$ cat config.mk
export PLATFORM = sky130hd
export DESIGN_NAME = multicycle_ctrl
export DESIGN_NICKNAME = d
export VERILOG_FILES = /design/src/rtl/cpu_ctrl_pkg.sv /design/src/rtl/mem_wait_timer.sv /design/src/rtl/multicycle_ctrl.sv
export SDC_FILE = /design/constraint.sdc
export NUM_CORES = 1
export LEC_CHECK = 0
export CORE_UTILIZATION = 43
export DETAILED_ROUTE_END_ITERATION = 12
export PLACE_DENSITY = 0.69
export SYNTH_ARGS = -nofsm -noshare
export SYNTH_HDL_FRONTEND = slang
export SYNTH_HIERARCHICAL = 1
export SYNTH_SLANG_ARGS = --single-unit
$ cat constraint.sdc
create_clock -name clk -period 2.8 [get_ports clk]
set_clock_uncertainty 0.1 [all_clocks]
set_input_delay 0.56 -clock clk [delete_from_list [all_inputs] [get_ports clk]]
set_output_delay 0.56 -clock clk [all_outputs]
set_load 0.005 [all_outputs]
$ cat src/rtl/cpu_ctrl_pkg.sv
// Shared definitions for the multi-cycle sequencing controller: FSM state
// encoding, opcode constants, ALU-op and trap-cause encodings, and the
// Moore decode of the per-state control word.
package cpu_ctrl_pkg;

    typedef enum logic [3:0] {
        S_IDLE, S_FETCH, S_DECODE, S_EXEC_R, S_EXEC_I, S_MEM_ADDR, S_MEM_RD,
        S_MEM_WB, S_MEM_WR, S_ALU_WB, S_BRANCH, S_JAL, S_TRAP
    } state_t;

    localparam logic [6:0] OP_R      = 7'b0110011;
    localparam logic [6:0] OP_I      = 7'b0010011;
    localparam logic [6:0] OP_LOAD   = 7'b0000011;
    localparam logic [6:0] OP_STORE  = 7'b0100011;
    localparam logic [6:0] OP_BRANCH = 7'b1100011;
    localparam logic [6:0] OP_JAL    = 7'b1101111;

    localparam logic [1:0] ALU_ADD   = 2'b00;
    localparam logic [1:0] ALU_SUB   = 2'b01;
    localparam logic [1:0] ALU_FUNCT = 2'b10;

    localparam logic [1:0] CAUSE_NONE    = 2'b00;
    localparam logic [1:0] CAUSE_ILLEGAL = 2'b01;
    localparam logic [1:0] CAUSE_TIMEOUT = 2'b10;

    // Control outputs that depend on the state alone (registered in the top).
    typedef struct packed {
        logic       mem_req;
        logic       mem_read;
        logic       mem_write;
        logic       iord;
        logic       pc_src;
        logic       alu_src_a;
        logic [1:0] alu_src_b;
        logic [1:0] alu_op;
        logic       reg_write;
        logic       mem_to_reg;
        logic       trap;
    } ctl_t;

    function automatic ctl_t moore_decode(input state_t s);
        ctl_t c;
        c = '0;
        case (s)
            S_FETCH: begin
                c.mem_req = 1'b1; c.mem_read = 1'b1; c.alu_src_b = 2'b01; c.alu_op = ALU_ADD;
            end
            S_DECODE:   begin c.alu_src_b = 2'b10; c.alu_op = ALU_ADD; end
            S_EXEC_R:   begin c.alu_src_a = 1'b1; c.alu_src_b = 2'b00; c.alu_op = ALU_FUNCT; end
            S_EXEC_I:   begin c.alu_src_a = 1'b1; c.alu_src_b = 2'b10; c.alu_op = ALU_FUNCT; end
            S_MEM_ADDR: begin c.alu_src_a = 1'b1; c.alu_src_b = 2'b10; c.alu_op = ALU_ADD; end
            S_MEM_RD:   begin c.mem_req = 1'b1; c.mem_read = 1'b1; c.iord = 1'b1; end
            S_MEM_WB:   begin c.reg_write = 1'b1; c.mem_to_reg = 1'b1; end
            S_MEM_WR:   begin c.mem_req = 1'b1; c.mem_write = 1'b1; c.iord = 1'b1; end
            S_ALU_WB:   c.reg_write = 1'b1;
            S_BRANCH: begin
                c.alu_src_a = 1'b1; c.alu_src_b = 2'b00; c.alu_op = ALU_SUB; c.pc_src = 1'b1;
            end
            S_JAL:      begin c.pc_src = 1'b1; c.reg_write = 1'b1; end
            S_TRAP:     c.trap = 1'b1;
            default:    c = '0;
        endcase
        return c;
    endfunction

endpackage

$ cat src/rtl/mem_wait_timer.sv
// Memory handshake watchdog. Counts cycles spent waiting on an outstanding
// request and flags expiry once the count reaches MEM_TIMEOUT.
//   clk, reset  : clock, async active-low reset
//   clear       : zero the count (ack seen or wait abandoned)
//   waiting     : a request is outstanding this cycle
//   expired     : count has reached MEM_TIMEOUT
module mem_wait_timer #(
    parameter int unsigned MEM_TIMEOUT = 15
) (
    input  logic clk,
    input  logic reset,
    input  logic clear,
    input  logic waiting,
    output logic expired
);
    logic [7:0] cnt;

    always_ff @(posedge clk or negedge reset) begin
        if (!reset)       cnt <= 8'd0;
        else if (clear)   cnt <= 8'd0;
        else if (waiting) cnt <= cnt + 8'd1;
    end

    assign expired = (cnt == 8'(MEM_TIMEOUT));

endmodule

$ cat src/rtl/multicycle_ctrl.sv
// Multi-cycle Moore sequencer for the RV32I-subset datapath. Steps each
// instruction through fetch/decode/execute/memory/writeback, drives the
// shared-memory request handshake, traps on illegal opcodes or memory
// timeout, and counts retired instructions.
//   inputs : clk, reset (async low), opcode, funct3, zero, mem_ack
//   outputs: memory handshake (mem_req/read/write, iord), datapath enables
//            and muxes, trap/trap_cause, instret
module multicycle_ctrl
    import cpu_ctrl_pkg::*;
#(
    parameter int unsigned MEM_TIMEOUT = 15,
    parameter int unsigned INSTRET_W   = 32
) (
    input  logic                 clk,
    input  logic                 reset,
    input  logic [6:0]           opcode,
    input  logic [2:0]           funct3,
    input  logic                 zero,
    input  logic                 mem_ack,
    output logic                 mem_req,
    output logic                 mem_read,
    output logic                 mem_write,
    output logic                 iord,
    output logic                 ir_write,
    output logic                 pc_write,
    output logic                 pc_src,
    output logic                 alu_src_a,
    output logic [1:0]           alu_src_b,
    output logic [1:0]           alu_op,
    output logic                 reg_write,
    output logic                 mem_to_reg,
    output logic                 trap,
    output logic [1:0]           trap_cause,
    output logic [INSTRET_W-1:0] instret
);
    state_t     state, nxt;
    ctl_t       ctl;
    logic [1:0] cause_q, cause_nxt;
    logic       armed, retire, expired, br_legal, br_take;

    // Every exit from a wait state is either an ack or an expiry, so clearing
    // on those two events also resets the count on each state entry.
    mem_wait_timer #(.MEM_TIMEOUT(MEM_TIMEOUT)) u_timer (
        .clk     (clk),
        .reset   (reset),
        .clear   (mem_ack | expired),
        .waiting (ctl.mem_req),
        .expired (expired)
    );

    assign br_legal = (funct3 == 3'b000) || (funct3 == 3'b001);
    assign br_take  = (funct3 == 3'b000) ? zero : ((funct3 == 3'b001) ? !zero : 1'b0);

    always_comb begin
        nxt       = state;
        cause_nxt = cause_q;
        retire    = 1'b0;
        case (state)
            S_IDLE:   if (armed) nxt = S_FETCH;
            S_FETCH: begin
                if (mem_ack)      nxt = S_DECODE;
                else if (expired) begin nxt = S_TRAP; cause_nxt = CAUSE_TIMEOUT; end
            end
            S_DECODE: begin
                case (opcode)
                    OP_R:               nxt = S_EXEC_R;
                    OP_I:               nxt = S_EXEC_I;
                    OP_LOAD, OP_STORE:  nxt = S_MEM_ADDR;
                    OP_BRANCH:          nxt = S_BRANCH;
                    OP_JAL:             nxt = S_JAL;
                    default: begin nxt = S_TRAP; cause_nxt = CAUSE_ILLEGAL; end
                endcase
            end
            S_EXEC_R, S_EXEC_I: nxt = S_ALU_WB;
            S_MEM_ADDR: nxt = (opcode == OP_LOAD) ? S_MEM_RD : S_MEM_WR;
            S_MEM_RD: begin
                if (mem_ack)      nxt = S_MEM_WB;
                else if (expired) begin nxt = S_TRAP; cause_nxt = CAUSE_TIMEOUT; end
            end
            S_MEM_WR: begin
                if (mem_ack)      begin nxt = S_FETCH; retire = 1'b1; end
                else if (expired) begin nxt = S_TRAP; cause_nxt = CAUSE_TIMEOUT; end
            end
            S_ALU_WB, S_MEM_WB, S_JAL: begin nxt = S_FETCH; retire = 1'b1; end
            S_BRANCH: begin
                if (br_legal) begin nxt = S_FETCH; retire = 1'b1; end
                else          begin nxt = S_TRAP; cause_nxt = CAUSE_ILLEGAL; end
            end
            S_TRAP:   nxt = S_TRAP;
            default:  nxt = S_IDLE;
        endcase
    end

    // armed delays the IDLE->FETCH step by one edge so the first fetch lands
    // on the second rising edge after reset release.
    always_ff @(posedge clk or negedge reset) begin
        if (!reset) begin
            state   <= S_IDLE;
            ctl     <= '0;
            cause_q <= CAUSE_NONE;
            armed   <= 1'b0;
            instret <= '0;
        end else begin
            state   <= nxt;
            ctl     <= moore_decode(nxt);
            cause_q <= cause_nxt;
            armed   <= 1'b1;
            if (retire) instret <= instret + INSTRET_W'(1);
        end
    end

    assign mem_req    = ctl.mem_req;
    assign mem_read   = ctl.mem_read;
    assign mem_write  = ctl.mem_write;
    assign iord       = ctl.iord;
    assign pc_src     = ctl.pc_src;
    assign alu_src_a  = ctl.alu_src_a;
    assign alu_src_b  = ctl.alu_src_b;
    assign alu_op     = ctl.alu_op;
    assign reg_write  = ctl.reg_write;
    assign mem_to_reg = ctl.mem_to_reg;
    assign trap       = ctl.trap;
    assign trap_cause = cause_q;

    // Same-cycle gated enables: fetch completes on ack, branch writes PC on taken.
    assign ir_write = (state == S_FETCH) && mem_ack;
    assign pc_write = ir_write || (state == S_JAL) || ((state == S_BRANCH) && br_take);

endmodule

==> metrics.cfg <==
[die]
rows=30
die_w_um=86.0
design.core.area_mm2=0.00679
start_util=0.446
die_y_um=86.0
ios=63
die_area_mm2=0.00739

[clock_tree]
numCtsBuffers=9
clkLatencyLatePin_ps=340
cts_tree=built
clk_root_buffer_cell=clkbuf_8
postCtsHoldBufs=0
clk_pin_slew_ps=70
htreeDepth=3
clock_tree.buffer_depth=2
cts_sinks=60

[pwr]
pwr_density_cell_mw_per_mm2=786
irDropWorstVdd_v=0.000572
finalPower_uw=3200
p_leak_uw=0.00175

[final_layout]
syn_to_final_growth_pct=34.1
drive_gt1_frac=0.114
regMostFlops=instret
antennaDiodeCount=0
final_nets=379
largest_reg_flops=32
final_cell_mix=clkdlybuf4s50_1, dfrtp_1, xnor2_1, nor2_1, nand3_1
final_common_cell=clkdlybuf4s50_1
fillCellCount=567
top_regs=instret x32, u_timer/cnt x8, state x4
final_core_util=0.598

[timing]
rsz0062_at_grt=false
finalSetupViolations=0
tightest_slew_ps=609
report.final.slew_viol_count=0
hold_violations=0
post-route-period-util=0.961
max_freq_mhz=372
fin_crit_ps=2690
maxSlewHeadroom=0.594
fin_setup_tns_ps=0

[synthesis]
synth.area.top_cells=dfrtp_1, xnor2_1, xor2_1
synth_cells=289
synthArstFlopShare=1.00
syn_area_per_cell_um2=10.5
yosys.area.top_type=dfrtp_1
ys_warn_count=6
synth_cell_types=64
synth_flop_cell=dfrtp_1
synth-edff-count=0
ys_seq_area_frac=0.495
syn_nets=305
ys_seq_elements=60
yosysTopAreaCellShare=0.495
syn_area_mm2=0.00303

[route]
routedWlPerCell_um=14.2
vias=2394
post-route-drc-count=0
drtIter0Drc=91
viasPerCell=5.16
dr.pass1.iters=4
drt_wl_total_mm=6.60
ant_nets=0

[grt]
grt_pass1_wl_mm=11.2
antenna_found_initial=0
grt.total_usage=0.195
grt_max_degree=29
grt_pass1_vias=2295
top_usage_layer=met2
use_met2=0.299
use_met3=0.0491
use_met1=0.264
grt-ovfl-total=0

[worst_setup_path]
worstPathRequired_ps=2140
path_cells=clkdlybuf4s50_1 -> and3_1 -> o21bai_1 -> clkdlybuf4s50_1
end_kind=primary output
cp-start-kind=input pin
crit_top_cell=clkdlybuf4s50_1
critPathBufInv=2
cp_max_fo=6
crit_family=buffers and inverters
arrival_ps=2030
criticalPathCategory=input pin to primary output
cp_slowest_cell=clkdlybuf4s50_1
max_stage_delay_ps=610

[placed_design]
place.gp.congestion=0.834
hpwl_mm=4.69
io_buffer_count=62

[job]
maxCapViolations=0

[run_status]
outcome=completed

[hold_path]
min_path_type=input pin to asynchronous set/reset pin

==> logic make-up (layout without fill, tap and decap cells) <==
logic type                 Yosys count  in the layout  share of synthesized area
adders and majority gates            2              2                    0.00825
buffers and inverters               16             95                     0.0252
xor gates and xnor gates            39             39                      0.113
AOI/OAI and AO/OA                   45             45                      0.113
DFF                                 60             60                      0.495
and+or+nand+nor                    122            122                      0.231
other                                1              1                    0.00124
muxes                                4              4                     0.0140
==> power breakdown <==
| group | switching, uW | total [uW] | internal (uW) |
|---|---|---|---|
| clock network | 339 | 978 | 639 |
| registers | 171 | 1160 | 992 |
| logic | 514 | 1060 | 542 |
| total | 1020 | 3200 | 2170 |
==> final timing paths <==
check                      cells after the start                         end  slack (ps)                       start
max                                            4                    pc_write         110                     mem_ack
min                                            1      instret[8]$_DFFE_PN0P_         130                       reset
max reg2reg                                   10         alu_op[1]$_DFF_PN0_         240  u_timer/cnt[1]$_DFFE_PN0P_
min reg2reg                                    1     instret[27]$_DFFE_PN0P_         390     instret[27]$_DFFE_PN0P_
max in group asynchronous                      2  u_timer/cnt[3]$_DFFE_PN0P_        1800                       reset
min in group clk                               1     instret[27]$_DFFE_PN0P_         390     instret[27]$_DFFE_PN0P_
==> metrics by stage <==
step	hold WS, ps	instance area (um^2)	setup WS, ps	cells
finish	127	4070	109	464
global placement	366	3800	15.6	448
floorplan	164	3030	276	289
CTS	141	4060	42.3	464
detailed placement	387	3800	23.4	448
global route	166	4070	25.2	464
==> cell usage after synthesis, types with 2 or more instances <==
cell type,instances
nor2_1,20
o21bai_1,4
mux2_2,2
nand2_1,17
nor3_1,8
or3_1,5
nor4bb_1,2
inv_1,6
a31oi_1,2
and3_1,10
nand2_2,2
xor2_1,12
buf_2,4
nand3_1,18
nor2b_1,3
and2_1,2
and3b_1,2
a22o_1,2
clkbuf_1,2
ha_1,2
nand4_1,12
mux2i_1,2
a21oi_1,11
a21o_1,2
xnor2_1,27
nand2b_1,7
dfrtp_1,60
o21ai_0,7
==> worst reg2reg max path, delay by kind of cell (launching register included) <==
| kind | cells | cell delay, ps |
|---|---|---|
| AND/OR/NAND/NOR | 6 | 1250 |
| flip-flops | 1 | 420 |
| AO/OA/AOI/OAI | 2 | 300 |
| adder cells (fa/ha/maj) | 1 | 240 |
| buffers and inverters | 1 | 180 |
==> per-layer routing <==
layer	vias up	share of wire
met5	-	0
met4	0	0.019
met3	13	0.039
met2	50	0.46
met1	1152	0.48
li1	1179	-
==> area by class of cell <==
| type | instances | area (um^2) | area share |
|---|---|---|---|
| flip-flops and latches | 60 | 1500 | 0.369 |
| multi-input cells | 213 | 1460 | 0.360 |
| repair buffers | 72 | 703 | 0.173 |
| clock buffers | 12 | 155 | 0.0382 |
| well taps | 96 | 120 | 0.0295 |
| clock inverters | 4 | 95.1 | 0.0234 |
| inverters | 7 | 26.3 | 0.00646 |
==> what timing repair did <==
item | 4_1_cts | 5_1_grt
resized for setup | 0 | 3
buffers inserted | 0 | 0
setup endpoints to repair | 0 | 7
(Power assumes the default switching activity.)
